### config.mk
export PLATFORM = sky130hd
export DESIGN_NAME = cpu_mem_loader
export DESIGN_NICKNAME = d
export VERILOG_FILES = /design/src/rtl/cpu_mem_loader.sv
export SDC_FILE = /design/constraint.sdc
export NUM_CORES = 1
export LEC_CHECK = 0
export ABC_CLOCK_PERIOD_IN_PS = 14800
export CAP_MARGIN = 20
export CORE_AREA = 2 2 186 188
export CTS_BUF_LIST = sky130_fd_sc_hd__clkbuf_8
export CTS_CLUSTER_SIZE = 20
export DETAILED_ROUTE_END_ITERATION = 10
export DIE_AREA = 0 0 188 190
export DONT_BUFFER_PORTS = 1
export GPL_ROUTABILITY_DRIVEN = 1
export PLACE_DENSITY = 0.61
export SLEW_MARGIN = 10
export SYNTH_ARGS = -nofsm -noshare
export SYNTH_HDL_FRONTEND = slang
export SYNTH_SLANG_ARGS = --single-unit
export TNS_END_PERCENT = 5
### constraint.sdc
create_clock -name clk -period 14.8 [get_ports clk]
set_clock_uncertainty 0.05 [all_clocks]
set_input_delay 2.22 -clock clk [delete_from_list [all_inputs] [get_ports clk]]
set_output_delay 2.22 -clock clk [all_outputs]
set_load 0.05 [all_outputs]
### src/rtl/cpu_mem_loader.sv
`default_nettype none
// cpu_mem_loader: streams a program into IMEM and data into DMEM over the CPU's external
// ports, releases the CPU for a fixed cycle budget, then streams DMEM contents back out.
module cpu_mem_loader #(
   parameter int IMEM_WORDS = 128,
   parameter int DMEM_WORDS = 128,
   parameter int CNT_W      = 32
) (
   input  logic             clk,
   input  logic             arst,
   input  logic             start,
   input  logic [7:0]       n_imem,
   input  logic [7:0]       n_dmem,
   input  logic [CNT_W-1:0] run_cycles,
   input  logic             in_valid,
   output logic             in_ready,
   input  logic [63:0]      in_data,
   output logic             out_valid,
   input  logic             out_ready,
   output logic [63:0]      out_data,
   output logic             cpu_arst_n,
   output logic             cpu_enable,
   output logic [63:0]      addr_ext,
   output logic             wen_ext,
   output logic             ren_ext,
   output logic [31:0]      wdata_ext,
   output logic [63:0]      addr_ext_2,
   output logic             wen_ext_2,
   output logic             ren_ext_2,
   output logic [63:0]      wdata_ext_2,
   input  logic [63:0]      rdata_ext_2,
   output logic             busy,
   output logic             done
);

   typedef enum logic [2:0] {
      S_IDLE   = 3'd0,
      S_LOAD_I = 3'd1,
      S_LOAD_D = 3'd2,
      S_RUN    = 3'd3,
      S_DUMP   = 3'd4,
      S_DONE   = 3'd5
   } state_t;

   // Depths above 255 can never be exceeded by an 8-bit count, so they saturate at 256.
   localparam logic [8:0] IMAX = (IMEM_WORDS > 255) ? 9'd256 : 9'(IMEM_WORDS);
   localparam logic [8:0] DMAX = (DMEM_WORDS > 255) ? 9'd256 : 9'(DMEM_WORDS);

   state_t           state_q, state_d;
   logic [7:0]       idx_q, idx_d;
   logic [7:0]       ni_q, ni_d;
   logic [7:0]       nd_q, nd_d;
   logic [CNT_W-1:0] cnt_q, cnt_d;
   logic             wen_i_q, wen_i_d;
   logic             wen_d_q, wen_d_d;
   logic             ren_q, ren_d;
   logic             rd_wait_q, rd_wait_d;
   logic [63:0]      addr_i_q, addr_i_d;
   logic [31:0]      wdata_i_q, wdata_i_d;
   logic [63:0]      addr_d_q, addr_d_d;
   logic [63:0]      wdata_d_q, wdata_d_d;
   logic             ov_q, ov_d;
   logic [63:0]      od_q, od_d;

   logic [7:0]       w_ni, w_nd;

   assign w_ni = ({1'b0, n_imem} > IMAX) ? IMAX[7:0] : n_imem;
   assign w_nd = ({1'b0, n_dmem} > DMAX) ? DMAX[7:0] : n_dmem;

   always_comb begin
      state_d   = state_q;
      idx_d     = idx_q;
      ni_d      = ni_q;
      nd_d      = nd_q;
      cnt_d     = cnt_q;
      wen_i_d   = 1'b0;
      wen_d_d   = 1'b0;
      ren_d     = 1'b0;
      rd_wait_d = ren_q;
      addr_i_d  = addr_i_q;
      wdata_i_d = wdata_i_q;
      addr_d_d  = addr_d_q;
      wdata_d_d = wdata_d_q;
      ov_d      = ov_q;
      od_d      = od_q;
      case (state_q)
         S_IDLE, S_DONE: begin
            if (start) begin
               ni_d  = w_ni;
               nd_d  = w_nd;
               cnt_d = run_cycles;
               idx_d = 8'd0;
               if (w_ni != 8'd0)               state_d = S_LOAD_I;
               else if (w_nd != 8'd0)          state_d = S_LOAD_D;
               else if (run_cycles != '0)      state_d = S_RUN;
               else                            state_d = S_DONE;
            end
         end
         S_LOAD_I: begin
            if (in_valid) begin
               wen_i_d   = 1'b1;
               addr_i_d  = {54'd0, idx_q, 2'b00};
               wdata_i_d = in_data[31:0];
               if (idx_q == ni_q - 8'd1) begin
                  idx_d = 8'd0;
                  if (nd_q != 8'd0)       state_d = S_LOAD_D;
                  else if (cnt_q != '0)   state_d = S_RUN;
                  else                    state_d = S_DONE;
               end else begin
                  idx_d = idx_q + 8'd1;
               end
            end
         end
         S_LOAD_D: begin
            if (in_valid) begin
               wen_d_d   = 1'b1;
               addr_d_d  = {53'd0, idx_q, 3'b000};
               wdata_d_d = in_data;
               if (idx_q == nd_q - 8'd1) begin
                  idx_d   = 8'd0;
                  state_d = (cnt_q != '0) ? S_RUN : S_DUMP;
               end else begin
                  idx_d = idx_q + 8'd1;
               end
            end
         end
         S_RUN: begin
            if (cnt_q == CNT_W'(1)) begin
               cnt_d   = '0;
               idx_d   = 8'd0;
               state_d = (nd_q != 8'd0) ? S_DUMP : S_DONE;
            end else begin
               cnt_d = cnt_q - CNT_W'(1);
            end
         end
         S_DUMP: begin
            // One read in flight at a time: issue only when nothing is pending or presented.
            if (rd_wait_q) begin
               od_d = rdata_ext_2;
               ov_d = 1'b1;
            end else if (ov_q) begin
               if (out_ready) begin
                  ov_d = 1'b0;
                  if (idx_q == nd_q - 8'd1) begin
                     idx_d   = 8'd0;
                     state_d = S_DONE;
                  end else begin
                     idx_d = idx_q + 8'd1;
                  end
               end
            end else if (!ren_q) begin
               ren_d    = 1'b1;
               addr_d_d = {53'd0, idx_q, 3'b000};
            end
         end
         default: state_d = S_IDLE;
      endcase
   end

   always_ff @(posedge clk or posedge arst) begin
      if (arst) begin
         state_q   <= S_IDLE;
         idx_q     <= 8'd0;
         ni_q      <= 8'd0;
         nd_q      <= 8'd0;
         cnt_q     <= '0;
         wen_i_q   <= 1'b0;
         wen_d_q   <= 1'b0;
         ren_q     <= 1'b0;
         rd_wait_q <= 1'b0;
         addr_i_q  <= 64'd0;
         wdata_i_q <= 32'd0;
         addr_d_q  <= 64'd0;
         wdata_d_q <= 64'd0;
         ov_q      <= 1'b0;
         od_q      <= 64'd0;
      end else begin
         state_q   <= state_d;
         idx_q     <= idx_d;
         ni_q      <= ni_d;
         nd_q      <= nd_d;
         cnt_q     <= cnt_d;
         wen_i_q   <= wen_i_d;
         wen_d_q   <= wen_d_d;
         ren_q     <= ren_d;
         rd_wait_q <= rd_wait_d;
         addr_i_q  <= addr_i_d;
         wdata_i_q <= wdata_i_d;
         addr_d_q  <= addr_d_d;
         wdata_d_q <= wdata_d_d;
         ov_q      <= ov_d;
         od_q      <= od_d;
      end
   end

   assign in_ready    = (state_q == S_LOAD_I) || (state_q == S_LOAD_D);
   assign busy        = in_ready || (state_q == S_RUN) || (state_q == S_DUMP);
   assign done        = (state_q == S_DONE);
   assign cpu_enable  = (state_q == S_RUN);
   assign cpu_arst_n  = (state_q == S_RUN) || (state_q == S_DUMP) || (state_q == S_DONE);
   assign out_valid   = ov_q;
   assign out_data    = od_q;
   assign addr_ext    = addr_i_q;
   assign wen_ext     = wen_i_q;
   assign ren_ext     = 1'b0;
   assign wdata_ext   = wdata_i_q;
   assign addr_ext_2  = addr_d_q;
   assign wen_ext_2   = wen_d_q;
   assign ren_ext_2   = ren_q;
   assign wdata_ext_2 = wdata_d_q;

endmodule
`default_nettype wire

======== After elaboration in Yosys (flattened, before gate mapping) ========
Cells that the tools add are included.
cells by class
  eq/ne operators ......................... 20
  multiplexer cells ....................... 48
  $lt $le $gt $ge ......................... 2
  reduce and logical (&&, ||, !) cells .... 23
  add/subtract/negate cells ............... 4
operators by type and width
  kind                     count
  $mux W64                 4
  $pmux W64 S2             1
  $mux W8                  11
  $mux W32                 2
  $pmux W32 S2             1
  $reduce_bool A32 Y1      2
  $mux W3                  16
  $pmux W8 S5              1
  $eq A32 B1 Y1 const B    1
  $sub A32 B1 Y32 const B  1
  $reduce_bool A8 Y1       3
  $ne A2 B2 Y1 const B     11
  $eq A8 B8 Y1             2
  $gt A8 B8 Y1 const B     2
  $sub A8 B1 Y8 const B    2
  $pmux W3 S5              1
  $mux W1                  11
  $reduce_and A10 Y1       1
  $reduce_and A2 Y1        5
  $add A8 B1 Y8 const B    1
  $reduce_and A8 Y1        1
  $eq A3 B2 Y1 const B     2
  $eq A3 B3 Y1 const B     2
  $logic_or A1 B1 Y1       5
  other kinds (7)          8
storage, ports and cells
  logic and storage cells ................. 112
  input bits .............................. 181
  register bits after elaboration ......... 296
  output and inout port bits .............. 298

======== Depth between registers and ports, before layout ========
  word-level depth ........................ 7
  gate-level depth with buffers ........... 10

======== Worst setup path before layout ========
Ideal clock, no wire load.
  path kind ............................... flip-flop to output port
  from .................................... reg state_q[1]
  to ...................................... out cpu_arst_n
  arrival time ............................ 1.888 ns
  setup slack ............................. 10.642 ns
  cell stages (with the launch flop) ...... 4
  path through ............................ dfrtp_1 > clkbuf_1 > clkbuf_1 > o21ai_0
on the way
  word-level cells in the longest chain between the ends .. 3
  elaborated cells on any way between the ends .. 5
  classes of those cells .................. 3 x eq/ne; 2 x reduce/logical
ends and longest elaborated chain
  what                                          RTL line  RTL
  start, declared                               49        state_t state_q, state_d;
  start signal, assigned                        178       state_q <= state_d;
  $eq A3 B2 Y1 or $eq A3 B3 Y1 (tied branches)  200       assign cpu_arst_n = (state_q == S_RUN) || (state_q == S_DUMP) || (state_q == S_DONE);
  $logic_or A1 B1 Y1                            200
  $logic_or A1 B1 Y1 *                          200
  end, declared                                 21        output logic cpu_arst_n,
Mark *: on every way between the ends. The rest lies on a longest branch, timed or not.

======== Worst setup path after layout ========
  from .................................... reg state_q[0]
  to ...................................... out cpu_arst_n
The elaborated chain is that of the path after synthesis.

==> results.md <==
- Maxcap violations: 0
- Synth async-reset ratio: 100%
- Origin of the critical flop-to-flop path: cnt_q[2]$_DFFE_PP0P_
- Leakage power: between 5 and 6 nW
- Hold Buf Count CTS: 0
- # nets final: roughly 1200
- EDFF count, synth: 0
- CTS Root Cell: clkbuf_8
- Worst setup SP type: register
- Xor/xnor share of the synthesized area: between 1.5 and 2%
- Setup TNS: 0 ns
- Total core area: roughly 34000 sq um
- 1st-iter DRT viols: slightly below 400
- CP startpoint: state_q[0]$_DFFE_PP0P_
- Most common flop cell mapped by yosys: dfrtp_1
- # setup viols final: 0
- PortBufs: 0
- Post-Synth Simple-Gate Area: 10.6%
- All-layer global routing usage: 16.1%
- Crit path time final: between 5 and 6 ns
- CP Buf/Inv Count: 1
- Initial antenna violation count: 8
- Setup CP Type: register to output pin
- Overflow after GRT: 0
- Worst Hold Slack: approximately 0.43 ns
- Hold Path Origin: cnt_q[15]$_DFFE_PP0P_
- Final WL: approximately 30000 um
- Clock Latency Late Sink: 0.55 ns
- Register area share after synthesis: approximately 50%
- CP delay by family, top: compound AO/OA/AOI/OAI gates
- Pre-CTS WS: 10.23 ns
- Number of global-route vias before repair: approximately 7600
- Rows: 68
- H-Tree Depth: 2
- First-pass GRT wire length: about 45000 um
- CTS tree: yes
- CP max stage cell: o21ai_1
- CTS sink cnt: between 200 and 250
- Hold violation total from the final report: 0
- Synth Area in Adders: less than 1%
- Top Ports: approximately 480
- Clock transition at path regs: 0.06 ns
- Starting Density: a little over a third
- Worst-Margin Slew: around 1.2 ns
- Mux contribution to synthesized area: between 10% and 20%
- DIE HEIGHT: about 190 um
- Routed length per instance: 19.9 um
- Fill count: approximately 3300
- Worst Setup End Kind: output pin
- Drt first pass iters: 5
- RSZ-0062 raised after global routing: false
- Status: finished, final reports clean
- FF/Latch Area: 6010 sq um
- Synth-to-layout area growth: 6.97%
- Post_cts resized: 0
- Max VDD drop: between 0.15 and 0.2 mV
- Crit path largest cell delay: 0.85 ns
- Post-synthesis compound-gate area fraction: ~8.4%
- Die Area: 35700 sq um
- Required @ worst endpoint: approximately 13 ns
- YS warnings: 0
- Final core utilization: approximately 37%
- P per Cell Area: between 200 and 300 nW/um^2
- Fin worst setup slack: a little under 10 ns
- Hold Path Class: register to register
- CP max FO: 21
- Worst-path cell chain: inv_1 > nor2_1 > nand2_1 > o21ai_1
- Final Cycle Share: approximately a third
- Share of post-route cells with drive strength above 1: approximately a quarter
- Max Clk Rate: 194 MHz
- Die width: ~190 um
- Slew headroom: between 20% and 30%
- Gp weighted congestion: about 0.84
- Slew Viols, Final: 0
- CTS max path bufs: 3
- Via count: between 7000 and 8000
- Vias per cell: roughly 5.1
- Worst EP arrival: around 2.9 ns
- Count of unique library cells instantiated by Yosys: between 70 and 80
- Largest family of logic cells by synthesized area: multiplexers
- Detailed-route DRC error count: 0
- Largest net degree at the start of global routing: between 90 and 100
- Post-DP HPWL: roughly 22000 um
- FF+latch count, synth: 240
- Synthesized cell area: between 10000 and 15000 sq um
- Syn Inst Count: between 1000 and 1500
- Multi-input gate area: around 5000 sq um
- Avg Inst Size Synth: ~12 sq um
- DRT antenna net count: 0
- Cts bufs inserted: 42
- Post-CTS Setup Repair Bufs: 0
cells in the final DEF, fill, tap and decap left out, types with 6 or more instances in the layout:
| cell type | n |
|---|---|
| a21oi_1 | 23 |
| a221o_1 | 7 |
| a32oi_1 | 10 |
| buf_4 | 7 |
| clkbuf_8 | 53 |
| clkinv_2 | 8 |
| clkinvlp_4 | 6 |
| conb_1 | 113 |
| dfrtp_1 | 240 |
| ha_1 | 7 |
| inv_1 | 23 |
| mux2_2 | 176 |
| nand2_1 | 80 |
| nand3_1 | 13 |
| nand3b_1 | 19 |
| nor2_1 | 46 |
| nor3_1 | 22 |
| nor4_1 | 25 |
| o21ai_0 | 57 |
| xnor2_1 | 17 |
| xor2_1 | 8 |
power breakdown:
part | internal [mW] | switching, mW | total (mW)
Sequential | 0.913 | 1.00 | 1.92
Clock | 0.327 | 0.282 | 0.609
Combinational | 0.371 | 0.473 | 0.844
Total | 1.61 | 1.76 | 3.37
sequential cells by signal (all words and copies together) (netlist names), 32 cells and up:
| signal | count |
|---|---|
| cnt_q | 32 |
| out_data | 64 |
| wdata_ext | 32 |
| wdata_ext_2 | 64 |
tightest hold or removal path: stages (launching register included):
cell,delay (ns)
dfrtp_1,0.34
nand2_1,0.05
o21ai_0,0.06
final timing paths:
path / depth (start not counted) / slack, ns / to
worst min register to register: 2 / 0.43 / cnt_q[15]$_DFFE_PP0P_
max in group asynchronous: 2 / 11.77 / out_data[34]$_DFFE_PP0P_
min in group asynchronous: 1 / 1.57 / wdata_ext_2[37]$_DFFE_PP0P_
worst min-delay path: 2 / 0.43 / cnt_q[15]$_DFFE_PP0P_
worst max register to register: 7 / 11.65 / cnt_q[23]$_DFFE_PP0P_
worst max-delay path: 4 / 9.64 / cpu_arst_n
layout make-up:
class	instances	share of cell area [%]
antenna	1	0.0199
clock buffer	53	5.79
clock inverter	25	1.04
inverter	14	0.477
multi-input combinational	716	39.8
sequential	240	47.7
tap	455	4.52
timing repair buffer	8	0.636
kinds of logic after synthesis:
family / count (synthesis)
other: 1
AND/OR/NAND/NOR: 241
adder cells (fa/ha/maj): 7
flip-flops: 240
XOR/XNOR: 26
multiplexers: 179
AO/OA/AOI/OAI: 150
buffers and inverters: 179
layer usage:
layer  part of all wire, %  routed length, um  global-route usage [%]  vias up
met3                   9.6               2880                    6.16       65
li1                      -                  -                       -     3408
met4                   3.4               1020                    6.90       14
met5                  0.27                 82                       0        -
met1                    38              11400                    18.8     3784
met2                    49              14700                    26.6      394
cell usage after synthesis (all sizes together), types with 3 or more instances:
cell type | count | share of area (%)
a211oi | 4 | 0.36
a21o | 4 | 0.27
a21oi | 24 | 1.1
a221o | 8 | 0.69
a22oi | 4 | 0.26
a31oi | 4 | 0.21
a32oi | 10 | 0.74
and3 | 4 | 0.21
buf | 123 | 7.7
clkbuf | 41 | 1.9
dfrtp | 240 | 51
ha | 7 | 0.74
inv | 14 | 0.45
mux2 | 176 | 17
mux2i | 3 | 0.26
nand2 | 80 | 2.6
nand2b | 4 | 0.21
nand3 | 13 | 0.55
nand3b | 19 | 1.2
nand4 | 4 | 0.21
nor2 | 49 | 1.6
nor3 | 22 | 0.94
nor4 | 26 | 1.5
o211ai | 3 | 0.19
o21ai | 59 | 2.5
o21bai | 3 | 0.22
o22ai | 4 | 0.21
o311ai | 3 | 0.22
or4 | 5 | 0.38
xnor2 | 18 | 1.3
xor2 | 8 | 0.60
stage by stage:
step / power (mW) / instances / area, sq um
final: 3.37 / 1512 / 12600
after global routing: 3.55 / 1511 / 12600
after CTS: 3.41 / 1510 / 12600
after detailed placement: 2.78 / 1432 / 11700
after global placement: 2.75 / 1432 / 11700
after floorplan: 2.58 / 1135 / 12200
No activity file was read; power rests on OpenSTA's default activity.
